$ cat src/rtl/schedw_pkg.sv
// Shared constants for the schedw phase sequencer: state codes, bus-phase codes, wait width.
// Latency: n/a (constants only).
// Backpressure: n/a.
package schedw_pkg;

  localparam int WCNT_W = 4;

  localparam logic [2:0] S_HALT = 3'd0;
  localparam logic [2:0] S_WF   = 3'd1;
  localparam logic [2:0] S_F    = 3'd2;
  localparam logic [2:0] S_E    = 3'd3;
  localparam logic [2:0] S_WM   = 3'd4;
  localparam logic [2:0] S_M    = 3'd5;
  localparam logic [2:0] S_W    = 3'd6;

  localparam logic [1:0] BP_F = 2'd0;
  localparam logic [1:0] BP_E = 2'd1;
  localparam logic [1:0] BP_M = 2'd2;
  localparam logic [1:0] BP_W = 2'd3;

endpackage

$ cat src/rtl/schedw_if.sv
// Bundle of run-control inputs and phase/status outputs between top level and sequencer.
// Latency: n/a (wires only).
// Backpressure: mbus_ready is the only stall input; it is honoured in wait states only.
interface schedw_if #(
  parameter int CNT_W = 32
);
  logic             mbus_ready;
  logic             halt_req;
  logic             step_req;
  logic             phf;
  logic             phe;
  logic             phm;
  logic             phw;
  logic [1:0]       bus_phase;
  logic             halted;
  logic [2:0]       clk_stat;
  logic [CNT_W-1:0] insn_cnt;

  // sequencer side
  modport master (
    input  mbus_ready, halt_req, step_req,
    output phf, phe, phm, phw, bus_phase, halted, clk_stat, insn_cnt
  );

  // top-level / core side
  modport slave (
    output mbus_ready, halt_req, step_req,
    input  phf, phe, phm, phw, bus_phase, halted, clk_stat, insn_cnt
  );
endinterface

$ cat src/rtl/schedw_wait.sv
// Loadable down-counter for memory wait states; zero flag says the minimum wait has elapsed.
// Latency: load/decrement visible one cycle later; zero is a combinational decode of the count.
// Backpressure: none; counting saturates at zero and load wins over decrement.
module schedw_wait
  import schedw_pkg::*;
(
  input  logic              clk,
  input  logic              reset,
  input  logic              load,
  input  logic [WCNT_W-1:0] load_val,
  input  logic              dec,
  output logic              zero
);

  logic [WCNT_W-1:0] cnt_q;
  logic [WCNT_W-1:0] cnt_d;

  // next count: load on wait-state entry, otherwise count down toward zero
  always_comb begin
    cnt_d = cnt_q;
    if (load) begin
      cnt_d = load_val;
    end else if (dec && (cnt_q != '0)) begin
      cnt_d = cnt_q - 1'b1;
    end
  end

  // count register
  always_ff @(posedge clk or negedge reset) begin
    if (!reset) begin
      cnt_q <= '0;
    end else begin
      cnt_q <= cnt_d;
    end
  end

  assign zero = (cnt_q == '0);

endmodule

$ cat src/rtl/schedw.sv
// Four-phase CPU sequencer (F/E/M/W) with memory wait states, halt/single-step and retired count.
// Latency: 6 cycles per instruction minimum (each wait state lasts at least one cycle).
// Backpressure: mbus_ready low holds WF/WM; halt_req only takes effect at the W boundary.
module schedw
  import schedw_pkg::*;
#(
  parameter logic [WCNT_W-1:0] WS_F         = '0,
  parameter logic [WCNT_W-1:0] WS_M         = '0,
  parameter bit                START_HALTED = 1'b0,
  parameter int                CNT_W        = 32
) (
  input  logic     clk,
  input  logic     reset,
  schedw_if.master bus
);

  logic [2:0]       state_q, state_d;
  logic             step_q, step_d;
  logic             resume_q, resume_d;
  logic [CNT_W-1:0] cnt_q, cnt_d;

  logic              wait_load;
  logic [WCNT_W-1:0] wait_val;
  logic              wait_dec;
  logic              wait_zero;

  schedw_wait u_wait (
    .clk      (clk),
    .reset    (reset),
    .load     (wait_load),
    .load_val (wait_val),
    .dec      (wait_dec),
    .zero     (wait_zero)
  );

  // state register
  always_ff @(posedge clk or negedge reset) begin
    if (!reset) begin
      state_q <= START_HALTED ? S_HALT : S_WF;
    end else begin
      state_q <= state_d;
    end
  end

  // next state plus the run-control latches that steer the HALT/W decisions
  always_comb begin
    state_d  = state_q;
    step_d   = step_q;
    resume_d = resume_q;
    case (state_q)
      S_HALT: begin
        if (bus.step_req) begin
          state_d = S_WF;
          step_d  = 1'b1;
        end else if (!bus.halt_req && (!START_HALTED || resume_q)) begin
          state_d = S_WF;
        end
        // latch only remembers a halt seen while parked; leaving HALT forgets it
        if (state_d == S_WF) begin
          resume_d = 1'b0;
        end else if (bus.halt_req) begin
          resume_d = 1'b1;
        end
      end
      S_WF: if (wait_zero && bus.mbus_ready) state_d = S_F;
      S_F:  state_d = S_E;
      S_E:  state_d = S_WM;
      S_WM: if (wait_zero && bus.mbus_ready) state_d = S_M;
      S_M:  state_d = S_W;
      S_W: begin
        if (bus.halt_req || step_q) begin
          state_d = S_HALT;
          step_d  = 1'b0;
        end else begin
          state_d = S_WF;
        end
      end
      default: state_d = S_HALT;
    endcase
  end

  // wait counter control: load on entry to a wait state, count down while inside one
  always_comb begin
    wait_load = ((state_d == S_WF) && (state_q != S_WF)) ||
                ((state_d == S_WM) && (state_q != S_WM));
    wait_val  = (state_d == S_WM) ? WS_M : WS_F;
    wait_dec  = (state_q == S_WF) || (state_q == S_WM);
  end

  // retired-instruction count advances during every W cycle, wrapping silently
  always_comb begin
    cnt_d = cnt_q;
    if (state_q == S_W) begin
      cnt_d = cnt_q + 1'b1;
    end
  end

  // run-control latches and instruction counter
  always_ff @(posedge clk or negedge reset) begin
    if (!reset) begin
      step_q   <= 1'b0;
      resume_q <= 1'b0;
      cnt_q    <= '0;
    end else begin
      step_q   <= step_d;
      resume_q <= resume_d;
      cnt_q    <= cnt_d;
    end
  end

  // outputs are pure decodes of the current state
  always_comb begin
    bus.phf       = (state_q == S_F);
    bus.phe       = (state_q == S_E);
    bus.phm       = (state_q == S_M);
    bus.phw       = (state_q == S_W);
    bus.halted    = (state_q == S_HALT);
    bus.clk_stat  = state_q;
    bus.insn_cnt  = cnt_q;
    bus.bus_phase = BP_F;
    case (state_q)
      S_E:       bus.bus_phase = BP_E;
      S_WM, S_M: bus.bus_phase = BP_M;
      S_W:       bus.bus_phase = BP_W;
      default:   bus.bus_phase = BP_F;
    endcase
  end

endmodule
$ cat src/flat_wrapper.sv
// flat-port wrapper written by rule: the top's interface ports become plain ports
module schedw_flat import schedw_pkg::*;
#(
  parameter logic [WCNT_W-1:0] WS_F         = '0,
  parameter logic [WCNT_W-1:0] WS_M         = '0,
  parameter bit                START_HALTED = 1'b0,
  parameter int                CNT_W        = 32
)
  (clk, reset, bus_mbus_ready, bus_halt_req, bus_step_req, bus_phf, bus_phe, bus_phm, bus_phw, bus_bus_phase, bus_halted, bus_clk_stat, bus_insn_cnt);
  schedw_if #(.CNT_W(CNT_W)) bus_i ();
  input  logic clk;
  input  logic reset;
  input wire logic [$bits(bus_i.mbus_ready)-1:0] bus_mbus_ready;
  input wire logic [$bits(bus_i.halt_req)-1:0] bus_halt_req;
  input wire logic [$bits(bus_i.step_req)-1:0] bus_step_req;
  output wire logic [$bits(bus_i.phf)-1:0] bus_phf;
  output wire logic [$bits(bus_i.phe)-1:0] bus_phe;
  output wire logic [$bits(bus_i.phm)-1:0] bus_phm;
  output wire logic [$bits(bus_i.phw)-1:0] bus_phw;
  output wire logic [$bits(bus_i.bus_phase)-1:0] bus_bus_phase;
  output wire logic [$bits(bus_i.halted)-1:0] bus_halted;
  output wire logic [$bits(bus_i.clk_stat)-1:0] bus_clk_stat;
  output wire logic [$bits(bus_i.insn_cnt)-1:0] bus_insn_cnt;
  assign bus_i.mbus_ready = bus_mbus_ready;
  assign bus_i.halt_req = bus_halt_req;
  assign bus_i.step_req = bus_step_req;
  assign bus_phf = bus_i.phf;
  assign bus_phe = bus_i.phe;
  assign bus_phm = bus_i.phm;
  assign bus_phw = bus_i.phw;
  assign bus_bus_phase = bus_i.bus_phase;
  assign bus_halted = bus_i.halted;
  assign bus_clk_stat = bus_i.clk_stat;
  assign bus_insn_cnt = bus_i.insn_cnt;
  schedw #(.WS_F(WS_F), .WS_M(WS_M), .START_HALTED(START_HALTED), .CNT_W(CNT_W)) u_core (.clk(clk), .reset(reset), .bus(bus_i));
endmodule
$ cat config.mk
export PLATFORM = sky130hd
export DESIGN_NAME = schedw_flat
export DESIGN_NICKNAME = d
export VERILOG_FILES = /design/src/rtl/schedw_pkg.sv /design/src/rtl/schedw_if.sv /design/src/rtl/schedw_wait.sv /design/src/rtl/schedw.sv /design/src/flat_wrapper.sv
export SDC_FILE = /design/constraint.sdc
export NUM_CORES = 1
export LEC_CHECK = 0
export BUFFER_PORTS_ARGS = -buffer_cell sky130_fd_sc_hd__buf_2
export CORE_UTILIZATION = 45
export DETAILED_ROUTE_END_ITERATION = 6
export MAX_ROUTING_LAYER = met4
export PLACE_DENSITY = 0.74
export SLEW_MARGIN = 30
export SYNTH_ARGS = -nofsm -noshare
export SYNTH_HDL_FRONTEND = slang
export SYNTH_HIERARCHICAL = 1
export SYNTH_SLANG_ARGS = --single-unit
$ cat constraint.sdc
create_clock -name clk -period 2.9 [get_ports clk]
set_clock_uncertainty 0.05 [all_clocks]
set_input_delay 0.145 -clock clk [delete_from_list [all_inputs] [get_ports clk]]
set_output_delay 0.145 -clock clk [all_outputs]
set_load 0.01 [all_outputs]
==> impl_table.tex <==
\begin{tabular}{lr}
\hline
Metric & Value \\
\hline
\multicolumn{2}{l}{\textbf{Placement}} \\
\quad PortBufs & 46 \\
\quad Detailed placer's ending HPWL & 2.726 mm \\
\quad Total placed cells including tap cells & 289 \\
\quad Placer congestion estimate & between 0.7 and 0.8 \\
\quad Placement Cell Area & 2287 µm² \\
\multicolumn{2}{l}{\textbf{Detailed routing}} \\
\quad Per-cell routed wire length & between 10 and 15 µm \\
\quad Antenna Nets Post-Route & 0 \\
\quad Post-detailed-route via-to-cell ratio & 5.279 \\
\quad Vias post-DR & around 1600 \\
\quad DRC violation total after the first TritonRoute iteration & 92 \\
\quad Detailed Routing Iterations Pass 1 & 4 \\
\quad Remaining design rule violation count & 0 \\
\quad Overall routed net length & 3.876 mm \\
\multicolumn{2}{l}{\textbf{Clock tree}} \\
\quad H-tree lvl count & 2 \\
\quad Clock Pin Slew Worst Setup and Hold Paths & 70 ps \\
\quad Post-CTS Setup Bufs & 0 \\
\quad Insertion delay to the later sink of the worst-skew pair & 290 ps \\
\quad Num Clock Sinks & 40 \\
\quad Clock root buffer & sky130\_fd\_sc\_hd\_\_clkbuf\_8 \\
\quad Inserted Clock Buffers & 5 \\
\quad CTS tree & done \\
\quad Max Root-Sink Buffers & 2 \\
\multicolumn{2}{l}{\textbf{Logic synthesis}} \\
\quad Post-synth EDFFs & 0 \\
\quad Cells after Synth & around 200 \\
\quad Post-synthesis instance area & between 2000 and 2500 µm² \\
\quad Yosys warns & 6 \\
\quad Sequential element share of the synthesized area & 49.72\% \\
\quad Post-synthesis sequential element count & 40 \\
\quad Syn avg cell area & 10.23 µm² \\
\quad Asr flop ratio synth & 100.0\% \\
\quad Number of distinct library cell variants in the gate-level netlist after synthesis & 42 \\
\quad Leading register cell type out of synthesis & sky130\_fd\_sc\_hd\_\_dfrtp\_1 \\
\multicolumn{2}{l}{\textbf{Floorplanning}} \\
\quad Starting Density & 48.64\% \\
\quad Top Ports & 47 \\
\quad Placeable core area & approximately 4100 µm² \\
\quad Area enclosed by the die boundary & roughly 4800 µm² \\
\quad Die Ht & $\sim$70 µm \\
\quad Die width & 68.93 µm \\
\quad Number of placement rows & 23 \\
\multicolumn{2}{l}{\textbf{Worst setup path}} \\
\quad Type of element launching the critical path & flip-flop \\
\quad Highest-delay cell along the critical path & sky130\_fd\_sc\_hd\_\_dfrtp\_1 \\
\quad Critical-path cell list & inv\_1, nor4\_1, o21ai\_0, o21ai\_1, nor3\_1, a221o\_1 \\
\quad Signal arrival time at the worst endpoint & 2190 ps \\
\quad Critical Path End Type & flip-flop \\
\quad Required time at the endpoint of the critical path & 3020 ps \\
\quad Kind of critical path & flip-flop to flip-flop \\
\quad Critical path peak fanout & 12 \\
\quad Delay of the slowest critical-path stage & 580 ps \\
\multicolumn{2}{l}{\textbf{GRT}} \\
\quad Wire length of the first global-routing pass & $\sim$6.3 mm \\
\quad Number of antenna violations at the first check in global routing & 0 \\
\quad Total gr overflow & 0 \\
\quad Vias in the first global route & approximately 1400 \\
\quad Total routing resource utilization after global routing & 18.56\% \\
\quad Pin count of the biggest net entering global routing & between 40 and 50 \\
\multicolumn{2}{l}{\textbf{Timing}} \\
\quad Relative slew slack & between 50 and 60\% \\
\quad Hold WS & between 40 and 50 ps \\
\quad Fin crit period & between 2000 and 2500 ps \\
\quad Period utilization & 71.44\% \\
\quad Setup-violating endpoint count in the final report & 0 \\
\quad Achievable frequency & approximately 480 MHz \\
\quad Final-report hold violation count & 0 \\
\quad Number of pins exceeding their max-slew limit in the final report & 0 \\
\quad Setup TNS & 0 ps \\
\quad Measured slew at the worst slew-check pin & 697.1 ps \\
\quad Unrepaired setup endpoints after global routing & false \\
\multicolumn{2}{l}{\textbf{Cells and area}} \\
\quad Number of nets in the finished design & 254 \\
\quad Share of post-route cells with drive strength above 1 & 24.19\% \\
\quad Synthesis-to-finish area growth & 18.13\% \\
\quad Antenna diode instance count & 0 \\
\quad Total area of multi-input combinational cells & 958.4 µm² \\
\quad Final non-filler cell area & 2381 µm² \\
\quad Finished Layout Cells & 298 \\
\quad Reg area & $\sim$1000 µm² \\
\quad Filler Cells Inserted & 376 \\
\multicolumn{2}{l}{\textbf{Pwr}} \\
\quad Largest vdd supply drop & about 0.43 mV \\
\quad Cell area power density & $\sim$660 nW/µm² \\
\quad Lkg Pwr & around 0.0012 µW \\
\quad Overall power consumption & 1568 µW \\
\multicolumn{2}{l}{\textbf{Outcome}} \\
\quad Status & complete, no violations \\
\multicolumn{2}{l}{\textbf{Hold path}} \\
\quad Class of the most critical hold timing path & primary input to flip-flop \\
\multicolumn{2}{l}{\textbf{Job}} \\
\quad Maximum Capacitance Violations & 0 \\
\hline
\end{tabular}
-- through the flow --
step | worst slack [ps] | utilization [%]
finish | 828.2 | 57.46
global route | 613.0 | 57.46
CTS | 736.5 | 57.40
detailed placement | 743.2 | 55.19
global placement | 821.8 | 55.19
floorplan | 860.9 | -
-- report_power, final --
part           switching [µW]  internal (µW)  leakage [µW]
clock network             180            169     0.0000422
registers                 118            635      0.000539
logic                     246            221      0.000649
total                     543           1020       0.00123
-- layer usage --
metal  vias up  share of wire [%]  track usage (%)
li1        788                  -                -
met1       732                 47            22.82
met2        48                 46            29.85
met3         5                5.7            4.441
met4         0                1.2            6.122
met5         -                  0                -
-- layout by cell type (no fill, tap or decap), types with 4 or more instances in the layout --
cell	instances
sky130_fd_sc_hd__nand2_1	19
sky130_fd_sc_hd__xor2_1	10
sky130_fd_sc_hd__nor3_1	8
sky130_fd_sc_hd__a21oi_1	6
sky130_fd_sc_hd__dfrtp_1	39
sky130_fd_sc_hd__and3_1	6
sky130_fd_sc_hd__xnor2_1	22
sky130_fd_sc_hd__inv_1	7
sky130_fd_sc_hd__clkbuf_8	5
sky130_fd_sc_hd__buf_2	45
sky130_fd_sc_hd__conb_1	4
sky130_fd_sc_hd__nand3_1	11
sky130_fd_sc_hd__o21ai_0	5
sky130_fd_sc_hd__nor2_1	6
sky130_fd_sc_hd__nand4_1	10
sky130_fd_sc_hd__nor4_1	5
-- critical path, delay by kind of cell, from the launching register on --
kind	cells	cell delay, ps
AOI/OAI and AO/OA	3	800
DFF	1	580
and+or+nand+nor	2	380
buffers and inverters	1	150
-- flip-flops by register name, indices dropped and copies added, names as in the netlist --
name and count:
u_core/u_wait/cnt_q 4, u_core/bus.clk_stat 3, u_core/step_q 1, u_core/bus.insn_cnt 32
-- cells by family after synthesis --
| family | Yosys count | share of synthesized area (%) |
|---|---|---|
| other | 1 | 0.1860 |
| AO/OA/AOI/OAI | 19 | 6.022 |
| adder cells (fa/ha/maj) | 2 | 1.241 |
| AND/OR/NAND/NOR | 88 | 25.64 |
| buffers and inverters | 15 | 3.290 |
| flip-flops | 40 | 49.72 |
| XOR/XNOR | 32 | 13.90 |
-- worst paths after layout --
path                                                startpoint                             endpoint  slack (ps)  depth (start not counted)
max reg2reg                   u_core/bus.clk_stat[2]$_DFF_PN0_   u_core/u_wait/cnt_q[3]$_DFFE_PN0P_         830                          6
min in group asynchronous                                reset  u_core/bus.insn_cnt[12]$_DFFE_PN0P_         320                          2
min reg2reg                u_core/bus.insn_cnt[31]$_DFFE_PN0P_  u_core/bus.insn_cnt[31]$_DFFE_PN0P_         420                          1
max                           u_core/bus.clk_stat[2]$_DFF_PN0_   u_core/u_wait/cnt_q[3]$_DFFE_PN0P_         830                          6
max in group asynchronous                                reset     u_core/bus.clk_stat[0]$_DFF_PN1_        2120                          2
min                                               bus_step_req            u_core/step_q$_DFFE_PN0P_          50                          2
-- area by class of cell --
| cell class | count | share of cell area [%] |
|---|---|---|
| clock inverter | 1 | 0.2102 |
| clock buffer | 7 | 3.205 |
| timing repair buffer | 48 | 10.51 |
| inverter | 7 | 1.104 |
| sequential | 40 | 42.09 |
| tap | 50 | 2.627 |
| multi-input combinational | 145 | 40.25 |
-- cells in the mapped netlist (6+ instances only) --
library cell | instances | area [µm²]
sky130_fd_sc_hd__a21oi_1 | 6 | 30.03
sky130_fd_sc_hd__and3_1 | 6 | 37.54
sky130_fd_sc_hd__dfrtp_1 | 39 | 975.9
sky130_fd_sc_hd__inv_1 | 7 | 26.28
sky130_fd_sc_hd__nand2_1 | 19 | 71.32
sky130_fd_sc_hd__nand3_1 | 11 | 55.05
sky130_fd_sc_hd__nand4_1 | 10 | 62.56
sky130_fd_sc_hd__nor2_1 | 6 | 22.52
sky130_fd_sc_hd__nor3_1 | 8 | 40.04
sky130_fd_sc_hd__o21ai_0 | 6 | 30.03
sky130_fd_sc_hd__xnor2_1 | 22 | 192.7
sky130_fd_sc_hd__xor2_1 | 10 | 87.58
-- timing repair --
item / 4_1_cts / 5_1_grt
resized for setup: 0 / 0
hold endpoints to repair: 39 / 0
hold buffers: 1 / 0
Note: power is estimated with default switching activity, not from simulation.
